==> src/rtl/sev_seg_scan_ctrl.sv <==
// Time-multiplexed scan controller for common-anode 7-seg digits feeding one shared registered decoder.
// Optional leading-zero blanking is enabled by defining SEV_SEG_LZB_EN.
module sev_seg_scan_ctrl #(
  parameter int NUM_DIGITS   = 4,
  parameter int CLK_DIV      = 50000,
  parameter int BLANK_CYCLES = 16
) (
  input  logic                    clk,
  input  logic                    rst,
  input  logic                    en,
  input  logic                    load,
  input  logic [4*NUM_DIGITS-1:0] din,
  output logic [3:0]              digit_num,
  output logic [NUM_DIGITS-1:0]   an_n,
  output logic                    frame_done,
  output logic                    pending
);

  localparam int CW = $clog2(CLK_DIV);
  localparam int IW = $clog2(NUM_DIGITS);
  localparam logic [0:0] BLANK = 1'b0;
  localparam logic [0:0] SHOW  = 1'b1;
  localparam logic [CW-1:0] BLANK_LAST = CW'(BLANK_CYCLES - 1);
  localparam logic [CW-1:0] SLOT_LAST  = CW'(CLK_DIV - 1);
  localparam logic [IW-1:0] IDX_LAST   = IW'(NUM_DIGITS - 1);

  logic [0:0]              state, nxt_state;
  logic [CW-1:0]           cnt, nxt_cnt;
  logic [IW-1:0]           idx, nxt_idx;
  logic [4*NUM_DIGITS-1:0] disp_reg, nxt_disp, shadow;
  logic                    nxt_pending, nxt_frame;
  logic [NUM_DIGITS-1:0]   nxt_an;
  logic                    slot_end, wrap, lit;

  assign slot_end = (state == SHOW) && (cnt == SLOT_LAST);
  assign wrap     = slot_end && (idx == IDX_LAST);

  always_comb begin
    nxt_state   = state;
    nxt_cnt     = cnt;
    nxt_idx     = idx;
    nxt_disp    = disp_reg;
    nxt_pending = pending;
    nxt_frame   = 1'b0;
    if (!en) begin
      // Disabled: park at digit 0 and let any new value take effect at once.
      nxt_state   = BLANK;
      nxt_cnt     = '0;
      nxt_idx     = '0;
      if (load)         nxt_disp = din;
      else if (pending) nxt_disp = shadow;
      nxt_pending = 1'b0;
    end else begin
      if (state == BLANK && cnt == BLANK_LAST) begin
        nxt_state = SHOW;
        nxt_cnt   = cnt + CW'(1);
      end else if (slot_end) begin
        nxt_state = BLANK;
        nxt_cnt   = '0;
        nxt_idx   = wrap ? '0 : idx + IW'(1);
      end else begin
        nxt_cnt   = cnt + CW'(1);
      end
      // Frame boundary is the only point the displayed word may change.
      if (wrap) begin
        nxt_frame   = 1'b1;
        if (load)         nxt_disp = din;
        else if (pending) nxt_disp = shadow;
        nxt_pending = 1'b0;
      end else if (load) begin
        nxt_pending = 1'b1;
      end
    end
  end

`ifdef SEV_SEG_LZB_EN
  logic [NUM_DIGITS-1:0] upper_nz;
  for (genvar k = 0; k < NUM_DIGITS; k++) begin : g_lzb
    assign upper_nz[k] = |nxt_disp[4*NUM_DIGITS-1:4*k];
  end
  assign lit = (nxt_idx == '0) || upper_nz[nxt_idx];
`else
  assign lit = 1'b1;
`endif

  always_comb begin
    nxt_an = '1;
    if (nxt_state == SHOW && lit) nxt_an[nxt_idx] = 1'b0;
  end

  always_ff @(posedge clk) begin
    if (rst) begin
      state      <= BLANK;
      cnt        <= '0;
      idx        <= '0;
      disp_reg   <= '0;
      shadow     <= '0;
      pending    <= 1'b0;
      digit_num  <= 4'd0;
      an_n       <= '1;
      frame_done <= 1'b0;
    end else begin
      state      <= nxt_state;
      cnt        <= nxt_cnt;
      idx        <= nxt_idx;
      disp_reg   <= nxt_disp;
      pending    <= nxt_pending;
      an_n       <= nxt_an;
      frame_done <= nxt_frame;
      if (load) shadow <= din;
      // Decoder input moves only when entering BLANK, giving it time before the anode lights.
      if (!en || slot_end) digit_num <= nxt_disp[4*int'(nxt_idx) +: 4];
    end
  end

endmodule

==> config.mk <==
export PLATFORM = sky130hd
export DESIGN_NAME = sev_seg_scan_ctrl
export DESIGN_NICKNAME = d
export VERILOG_FILES = /design/src/rtl/sev_seg_scan_ctrl.sv
export SDC_FILE = /design/constraint.sdc
export NUM_CORES = 1
export LEC_CHECK = 0
export ABC_AREA = 1
export BUFFER_PORTS_ARGS = -buffer_cell sky130_fd_sc_hd__buf_4
export CAP_MARGIN = 10
export CORE_ASPECT_RATIO = 0.6
export CORE_MARGIN = 1.5
export CORE_UTILIZATION = 55
export DETAILED_ROUTE_END_ITERATION = 8
export PLACE_DENSITY = 0.76
export SLEW_MARGIN = 20
export SYNTH_ARGS = -nofsm -noshare
export SYNTH_HDL_FRONTEND = slang
export SYNTH_SLANG_ARGS = --single-unit
==> constraint.sdc <==
create_clock -name clk -period 1.9 [get_ports clk]
set_input_delay 0 -clock clk [delete_from_list [all_inputs] [get_ports clk]]
set_output_delay 0 -clock clk [all_outputs]
set_load 0.02 [all_outputs]
==> flow_metrics.env, run 1 <==
export IMPL_fin_setup_tns_ns=0
export IMPL_synthCells=372
export IMPL_synthArstFlopShare=0
export IMPL_ys_flop_type="dfxtp_1"
export IMPL_fmax_ghz=0.549
export IMPL_grt_max_degree=35
export IMPL_end_kind="flop"
export IMPL_synth_common_cells="nand2_1 (116), dfxtp_1 (61), nor2_1 (37)"
export IMPL_detail_route_vias_per_cell=5.24
export IMPL_hold_viol_final=0
export IMPL_synthDistinctLibCells=31
export IMPL_cap_violations=0
export IMPL_avgSynthCellArea_um2=7.21
export IMPL_start_util=0.578
export IMPL_hold_class="in -> reg"
export IMPL_synth_top_area_frac=0.455
export IMPL_syn_nets=394
export IMPL_antenna_left=0
export IMPL_io_buffer_count=29
export IMPL_crit_path_frequent_cell="nor2_1"
export IMPL_cts_root_buf="clkbuf_8"
export IMPL_final_layout_size_suffix_gt1_frac=0.239
export IMPL_grt_usage=0.276
export IMPL_min_from="load"
export IMPL_yosys_top_cells_area="dfxtp_1 (46%), nand2_1 (16%), a21oi_1 (6.7%), nor2_1 (5.2%), o21ai_0 (4.3%)"
export IMPL_post_route_util=0.761
export IMPL_ios=30
export IMPL_cts_buffers=9
export IMPL_relSlewSlack=0.750
export IMPL_irDropWorstVdd_v=0.000597
export IMPL_required_ns=2.15
export IMPL_yosysMostFrequentCell="nand2_1"
export IMPL_pre_cts_ws_ns=0.0232
export IMPL_path_class="reg -> reg"
export IMPL_area_growth_pct=31.6
export IMPL_crit_path_start_kind="flop"
export IMPL_cts_sinks=61
export IMPL_hpwl_um=4560
export IMPL_finClkSkew_ns=0.00583
export IMPL_rows=19
export IMPL_yosysTopAreaCell="dfxtp_1"
export IMPL_r2r_start="cnt[7]"
export IMPL_layoutNonFillerInstCount=498
export IMPL_ys_ff_latch=61
export IMPL_powerDensity_nw_per_um2=826
export IMPL_synth_edf_count=0
export IMPL_fin_crit_sh=0.959
export IMPL_firstDrtPassIters=5
export IMPL_num_antenna_cells=0
export IMPL_antenna_found_initial=0
export IMPL_setup_viol=0
export IMPL_h_tree_depth=3
export IMPL_fillCellCount=353
export IMPL_clk_latency_ns=0.35
export IMPL_placed_cells=463
export IMPL_worst_slew_pin_slew_ns=0.375
export IMPL_dieArea_um2=5320
export IMPL_cts_clk_slew_worst_paths_ns=0.07
export IMPL_critPathLaunch="cnt[7]"
export IMPL_slew_viol_final=0
export IMPL_crit_buf_inv=2
export IMPL_wl_um=6890
export IMPL_status="complete, no violations"
export IMPL_critPathArrivalTime_ns=2.07
export IMPL_drcViolationCount=0
export IMPL_nets=452
export IMPL_critPathMaxStageDelay_ns=0.38
export IMPL_final_min_clock_period_ns=1.82
export IMPL_gp_congestion=0.870
export IMPL_core_area_um2=4640
export IMPL_synth_area_um2=2680
export IMPL_drtIter0Drc=273
export IMPL_num_vias=2611
export IMPL_cts_tree="done"
export IMPL_yosysWarnings=0
export IMPL_grt_pass1_wl_um=11000
export IMPL_wire_per_inst_um=13.8
export IMPL_dieHeight_um=57.1
export IMPL_die_w_um=93.1
export IMPL_critPathTopFamily="simple AND/OR/NAND/NOR gates"
export IMPL_cpMaxStageDelayCell="dfxtp_1"
export IMPL_clockBufferDepth=2
export IMPL_path_cells="inv_1 -> nand4_1 -> nor2_4 -> nand3_4 -> nand2_2 -> inv_1 -> nor2_1 -> nor2_4 -> nand2_1 -> nand3_1 -> nor2_1 -> nor2_1"
export IMPL_setup_slack_ns=0.0778
export IMPL_leakage_nw=1.47
export IMPL_grt_pass1_vias=2302
export IMPL_critical_path_max_fanout=6
export IMPL_yosysSeqAreaShare=0.455
export IMPL_power_w=0.00291
export IMPL_grt_overflow_total=0
layer usage:
metal / vias to the layer above / track usage / wire length, um
met5: - / 0 / 0
met2: 97 / 0.375 / 2890
li1: 1324 / - / -
met1: 1176 / 0.399 / 3360
met4: 0 / 0.0866 / 125
met3: 14 / 0.111 / 513
power breakdown:
group | leakage, nW | internal [W] | switching [W]
clock network | 0.110 | 0.000811 | 0.000498
logic | 0.861 | 0.000116 | 0.000149
registers | 0.500 | 0.00132 | 0.0000170
area by class of cell:
cell class | count | area (um^2) | share of cell area
Multi-Input combinational cell | 273 | 1410 | 0.401
Sequential cell | 61 | 1230 | 0.348
Timing Repair Buffer | 58 | 478 | 0.135
Clock buffer | 13 | 159 | 0.0450
Inverter | 27 | 104 | 0.0294
Tap cell | 63 | 78.8 | 0.0223
Clock inverter | 3 | 67.6 | 0.0191
final timing paths:
path / endpoint / slack (ns) / cells past startpoint
worst min register to register: cnt[0] / 0.45 / 1
worst max-delay path: digit_num[2] / 0.08 / 12
worst max register to register: digit_num[2] / 0.08 / 12
worst min-delay path: shadow[5] / 0.02 / 3
cell usage in the layout (no fill, tap or decap), drive strengths merged, types with 2 or more instances in the layout:
| cell | instances |
|---|---|
| ha | 2 |
| dfxtp | 61 |
| xor2 | 3 |
| a21oi | 37 |
| inv | 26 |
| dlygate4sd3 | 17 |
| xnor2 | 2 |
| nand2 | 128 |
| bufinv | 2 |
| nor2 | 46 |
| nand3 | 14 |
| clkbuf | 13 |
| nand4 | 8 |
| nor3 | 3 |
| o21ai | 23 |
| buf | 41 |
cell families (layout without fill, tap and decap cells):
kind of cell	Yosys count	count (layout)	synth area share
xor+xnor	5	5	0.0163
fa+ha+maj	2	2	0.00933
buf+inv	38	101	0.0588
flops	61	61	0.455
simple gates	203	203	0.339
compound gates	63	63	0.121
through the flow:
step           instance area [um^2]  hold slack (ns)
2_1_floorplan                  2680            0.156
3_3_place_gp                   3000            0.276
3_5_place_dp                   3000            0.290
4_1_cts                        3400          0.00603
5_1_grt                        3530           0.0200
6_report                       3530           0.0161
worst min-delay path: cells and delay by family:
family / cells / cell delay, ns
buf+inv: 1 / 0.18
compound gates: 1 / 0.06
simple gates: 1 / 0.09
repair_timing:
item | 4_1_cts | 5_1_grt
endpoints found under the setup margin | 1 | 14
resized for setup | 2 | 29
hold buffers | 17 | 0
pin swaps | 0 | 6
endpoints found under the hold margin | 17 | 0
buffers inserted | 0 | 2
Note: power is estimated with default switching activity, not from simulation.
==> run 2, diff against run 1 <==
--- a/config.mk
+++ b/config.mk
@@ -8,11 +8,13 @@
 export ABC_AREA = 1
 export BUFFER_PORTS_ARGS = -buffer_cell sky130_fd_sc_hd__buf_4
 export CAP_MARGIN = 10
+export CELL_PAD_IN_SITES_DETAIL_PLACEMENT = 0
+export CELL_PAD_IN_SITES_GLOBAL_PLACEMENT = 1
 export CORE_ASPECT_RATIO = 0.6
 export CORE_MARGIN = 1.5
-export CORE_UTILIZATION = 55
+export CORE_UTILIZATION = 42
 export DETAILED_ROUTE_END_ITERATION = 8
-export PLACE_DENSITY = 0.76
+export PLACE_DENSITY_LB_ADDON = 0.25
 export SLEW_MARGIN = 20
 export SYNTH_ARGS = -nofsm -noshare
 export SYNTH_HDL_FRONTEND = slang
==> run 2 against run 1 <==
Against the previous run:
- via count decreased by 3.8%
- clock power decreased by 5%
- critical path depth unchanged
- final cell count up 5.4%
- largest power group unchanged
==> flow_metrics.env, run 2 (synthesis gave the netlist of run 1 again) <==
export IMPL_num_antenna_cells=0
export IMPL_use_met2=0.263
export IMPL_critPathArrivalTime_ns=2.03
export IMPL_grt_usage=0.204
export IMPL_final_common_cell="nand2_1"
export IMPL_required_ns=2.13
export IMPL_finClkSkew_ns=0.00865
export IMPL_grt_busiest_layer="met1"
export IMPL_path_cells="ha_2 -> nand3_4 -> inv_2 -> nand3_2 -> nand2_1 -> nand3_4 -> nand2_1 -> inv_2 -> nand2_1 -> nand3_1 -> nor2_1 -> nor2_1"
export IMPL_die_w_um=106
export IMPL_fin_crit_sh=0.947
export IMPL_hold_depth=3
export IMPL_layoutNonFillerInstCount=525
export IMPL_critical_path_max_fanout=5
export IMPL_area_growth_pct=33.7
export IMPL_cts_root_buf="clkbuf_8"
export IMPL_hold_class="in -> reg"
export IMPL_min_from="load"
export IMPL_antenna_found_initial=0
export IMPL_cpMaxStageDelayCell="dfxtp_1"
export IMPL_p_sw_frac=0.227
export IMPL_dieHeight_um=64.9
export IMPL_fmax_ghz=0.556
export IMPL_grt_overflow_total=0
export IMPL_cap_violations=0
export IMPL_path_class="reg -> reg"
export IMPL_ios=30
export IMPL_grt_pass1_vias=2240
export IMPL_h_tree_depth=3
export IMPL_seq_power_share=0.470
export IMPL_clk_latency_ns=0.34
export IMPL_grt_use_met3=0.0644
export IMPL_power_share_clock=0.437
export IMPL_worst_slew_pin_slew_ns=0.371
export IMPL_io_buffer_count=29
export IMPL_global_route_usage_met1=0.310
export IMPL_p_int_w=0.00220
export IMPL_grt_pass1_wl_um=10700
export IMPL_final_cell_mix="nand2_1 (112), dfxtp_1 (57), buf_4 (47)"
export IMPL_hpwl_um=4620
export IMPL_final_min_clock_period_ns=1.80
export IMPL_rr_worst_depth=12
export IMPL_irDropWorstVdd_v=0.000485
export IMPL_wire_per_inst_um=12.6
export IMPL_cts_sinks=61
export IMPL_drtIter0Drc=125
export IMPL_critPathMaxStageDelay_ns=0.35
export IMPL_placed_cells=490
export IMPL_pwr_share_comb=0.093
export IMPL_drcViolationCount=0
export IMPL_cts_clk_slew_worst_paths_ns=0.07
export IMPL_p_sw_w=0.000645
export IMPL_gp_congestion=0.878
export IMPL_rows=22
export IMPL_setup_viol=0
export IMPL_fin_setup_tns_ns=0
export IMPL_leakage_nw=1.52
export IMPL_end_kind="flop"
export IMPL_antenna_left=0
export IMPL_core_area_um2=6140
export IMPL_crit_path_start_kind="flop"
export IMPL_dieArea_um2=6890
export IMPL_final_layout_size_suffix_gt1_frac=0.252
export IMPL_detail_route_vias_per_cell=4.79
export IMPL_pre_cts_ws_ns=0.00336
export IMPL_slew_viol_final=0
export IMPL_grt_max_degree=35
export IMPL_setup_slack_ns=0.100
export IMPL_status="complete, no violations"
export IMPL_critPathLaunch="cnt[1]"
export IMPL_firstDrtPassIters=4
export IMPL_powerDensity_nw_per_um2=794
export IMPL_num_vias=2513
export IMPL_clockBufferDepth=2
export IMPL_wl_um=6610
export IMPL_r2r_start="cnt[1]"
export IMPL_cts_buffers=9
export IMPL_cts_tree="done"
export IMPL_hold_viol_final=0
export IMPL_start_util=0.437
export IMPL_crit_path_frequent_cell="nand2_1"
export IMPL_power_w=0.00285
export IMPL_nets=459
export IMPL_rsz0062_at_grt="true"
export IMPL_relSlewSlack=0.752
## run 2: changes by cell type in the layout (fill, tap and decap cells not counted), moves of 2 or more
cell	change
buf_4	+6
clkbuf_1	-2
clkinv_2	+3
inv_1	-2
inv_2	+3
nor2_1	+2
nor2_2	-3
## run 2: area by class of cell
cell class	count	area, um^2
fill	577	2550
multi-input combinational	273	1400
sequential	61	1230
timing repair buffer	65	543
clock buffer	10	138
tap	84	105
inverter	27	101
clock inverter	5	75.1
## run 2: worst paths after layout
check,endpoint,slack (ns)
setup / recovery,digit_num[3],0.10
hold / removal,shadow[5],0.03
setup reg to reg,digit_num[3],0.10
hold reg to reg,shadow[7],0.46
## run 2: power groups by stage
stage	clock (W)	sequential, W	combinational [W]
final	0.00124	0.00134	0.000264
after detailed placement	0	0.00137	0.000231
after global placement	0	0.00137	0.000228
after CTS	0.00127	0.00134	0.000259
after global routing	0.00133	0.00134	0.000293
after floorplan	0	0.00137	0.000137
## run 2: critical path, delay by kind of cell, from the launching register on
kind | cells | cell delay (ns)
fa+ha+maj | 1 | 0.23
buf+inv | 2 | 0.19
flops | 1 | 0.35
simple gates | 9 | 0.92
## run 2: per-stage QoR
stage,instance area (um^2),utilization,hold WS [ns]
2_1_floorplan,2680,-,0.156
3_3_place_gp,3080,0.502,0.281
3_5_place_dp,3080,0.502,0.289
4_1_cts,3470,0.565,0.0237
5_1_grt,3580,0.584,0.0284
6_report,3580,0.584,0.0327
## run 2: layer usage
layer | routed length, um | vias to the layer above
met1 | 3690 | 1109
li1 | - | 1332
met3 | 411 | 7
met4 | 72 | 0
met5 | 0 | -
met2 | 2440 | 65
## run 2: what timing repair did
action | CTS | global route
endpoints found under the setup margin | 3 | 10
gates resized for setup | 1 | 27
buffers inserted | 0 | 3
pin swaps | 0 | 8
hold buffers | 17 | 0
hold endpoints to repair | 17 | 0
gates cloned | 0 | 0
==> run 3, diff against run 2 <==
--- a/config.mk
+++ b/config.mk
@@ -11,7 +11,7 @@
 export CELL_PAD_IN_SITES_DETAIL_PLACEMENT = 0
 export CELL_PAD_IN_SITES_GLOBAL_PLACEMENT = 1
 export CORE_ASPECT_RATIO = 0.6
-export CORE_MARGIN = 1.5
+export CORE_MARGIN = 4
 export CORE_UTILIZATION = 42
 export DETAILED_ROUTE_END_ITERATION = 8
 export PLACE_DENSITY_LB_ADDON = 0.25
==> run 3 against run 2 <==
Against the previous run:
- register-to-register slack about the same
- utilization decreased by 1.2 points
- sequential share of layout area grew 0.70 points
==> flow_metrics.env, run 3 (synthesis gave the netlist of run 1 again) <==
export IMPL_path_class="reg -> reg"
export IMPL_grt_max_degree=35
export IMPL_cts_clk_slew_worst_paths_ns=0.07
export IMPL_gp_congestion=0.789
export IMPL_slew_viol_final=0
export IMPL_final_min_clock_period_ns=1.79
export IMPL_leakage_nw=1.47
export IMPL_cts_buffers=9
export IMPL_dieArea_um2=7770
export IMPL_core_area_um2=6140
export IMPL_powerDensity_nw_per_um2=760
export IMPL_wl_um=6560
export IMPL_io_buffer_count=29
export IMPL_num_vias=2495
export IMPL_end_kind="flop"
export IMPL_nets=455
export IMPL_grt_usage=0.176
export IMPL_power_w=0.00267
export IMPL_critPathArrivalTime_ns=2.00
export IMPL_final_common_cell="nand2_1"
export IMPL_status="complete, no violations"
export IMPL_cts_tree="done"
export IMPL_grt_pass1_wl_um=11000
export IMPL_clk_latency_ns=0.33
export IMPL_detail_route_vias_per_cell=4.79
export IMPL_drcViolationCount=0
export IMPL_relSlewSlack=0.746
export IMPL_irDropWorstVdd_v=0.000481
export IMPL_antenna_left=0
export IMPL_fmax_ghz=0.558
export IMPL_cts_sinks=61
export IMPL_final_cell_mix="nand2_1 (112), dfxtp_1 (58), buf_4 (43)"
export IMPL_hold_class="in -> reg"
export IMPL_crit_path_start_kind="flop"
export IMPL_required_ns=2.11
export IMPL_drtIter0Drc=89
export IMPL_h_tree_depth=3
export IMPL_fin_crit_sh=0.943
export IMPL_wire_per_inst_um=12.6
export IMPL_final_layout_size_suffix_gt1_frac=0.233
export IMPL_grt_pass1_vias=2225
export IMPL_hold_ws_ns=0.0459
export IMPL_setup_slack_ns=0.109
export IMPL_clockBufferDepth=2
export IMPL_cap_violations=0
export IMPL_hold_viol_final=0
export IMPL_worst_slew_pin_slew_ns=0.382
export IMPL_pre_cts_ws_ns=0.0412
export IMPL_dieHeight_um=69.9
export IMPL_antenna_found_initial=0
export IMPL_ios=30
export IMPL_num_antenna_cells=0
export IMPL_area_growth_pct=30.9
export IMPL_setup_viol=0
export IMPL_die_w_um=111
export IMPL_rows=22
export IMPL_grt_overflow_total=0
export IMPL_hpwl_um=4770
export IMPL_cts_root_buf="clkbuf_8"
export IMPL_firstDrtPassIters=4
export IMPL_start_util=0.437
export IMPL_finClkSkew_ns=0.00793
export IMPL_critical_path_max_fanout=5
==> run 3: path summary, 6_finish.rpt <==
path	start	endpoint	slack (ns)	cells after the start
setup / recovery	cnt[11]	digit_num[0]	0.11	12
hold / removal	load	shadow[10]	0.05	3
setup reg to reg	cnt[11]	digit_num[0]	0.11	12
hold reg to reg	shadow[10]	shadow[10]	0.46	2
==> run 3: layout make-up <==
type / count / area (um^2)
Multi-Input combinational cell: 273 / 1390
Sequential cell: 61 / 1220
Timing Repair Buffer: 61 / 504
Tap cell: 84 / 105
Inverter: 27 / 101
Fill cell: 596 / 2630
Clock inverter: 5 / 52.6
Clock buffer: 10 / 128
==> run 3: critical path, stage by stage (launching register included) <==
cell and delay, ns:
dfxtp_1 0.32, nor2_1 0.23, nand2_2 0.14, nor2_4 0.14, nand3_2 0.12, nand2_2 0.10
inv_1 0.05, nor2_1 0.20, nor2_4 0.08, nand2_1 0.08, nand3_1 0.09, nor2_1 0.09
nor2_1 0.04
==> run 3: timing repair <==
action | CTS | global route
resized for setup | 0 | 26
endpoints found under the setup margin | 0 | 10
endpoints found under the hold margin | 17 | 0
hold buffers | 17 | 0
setup buffers | 0 | 1
==> run 3: where the power goes <==
group	switching (W)	total (W)	internal [W]
sequential	0.0000159	0.00134	0.00132
clock	0.000478	0.00107	0.000592
combinational	0.000145	0.000261	0.000117
total	0.000638	0.00267	0.00203
==> run 3: metal layers <==
layer | part of all wire | wire length (um) | vias to the layer above | GRT usage
li1 | - | - | 1325 | -
met1 | 0.58 | 3810 | 1123 | 0.283
met2 | 0.37 | 2460 | 43 | 0.216
met3 | 0.037 | 245 | 4 | 0.0528
met4 | 0.0073 | 48 | 0 | 0.0486
met5 | 0 | 0 | - | 0
==> run 3: metrics by stage <==
step	util	instance area [um^2]	TNS, ns	std cells
2_1_floorplan	-	2680	0	372
3_3_place_gp	0.497	3050	0	488
3_5_place_dp	0.497	3050	0	488
4_1_cts	0.554	3400	0	520
5_1_grt	0.572	3510	-0.0129	521
6_report	0.572	3510	0	521
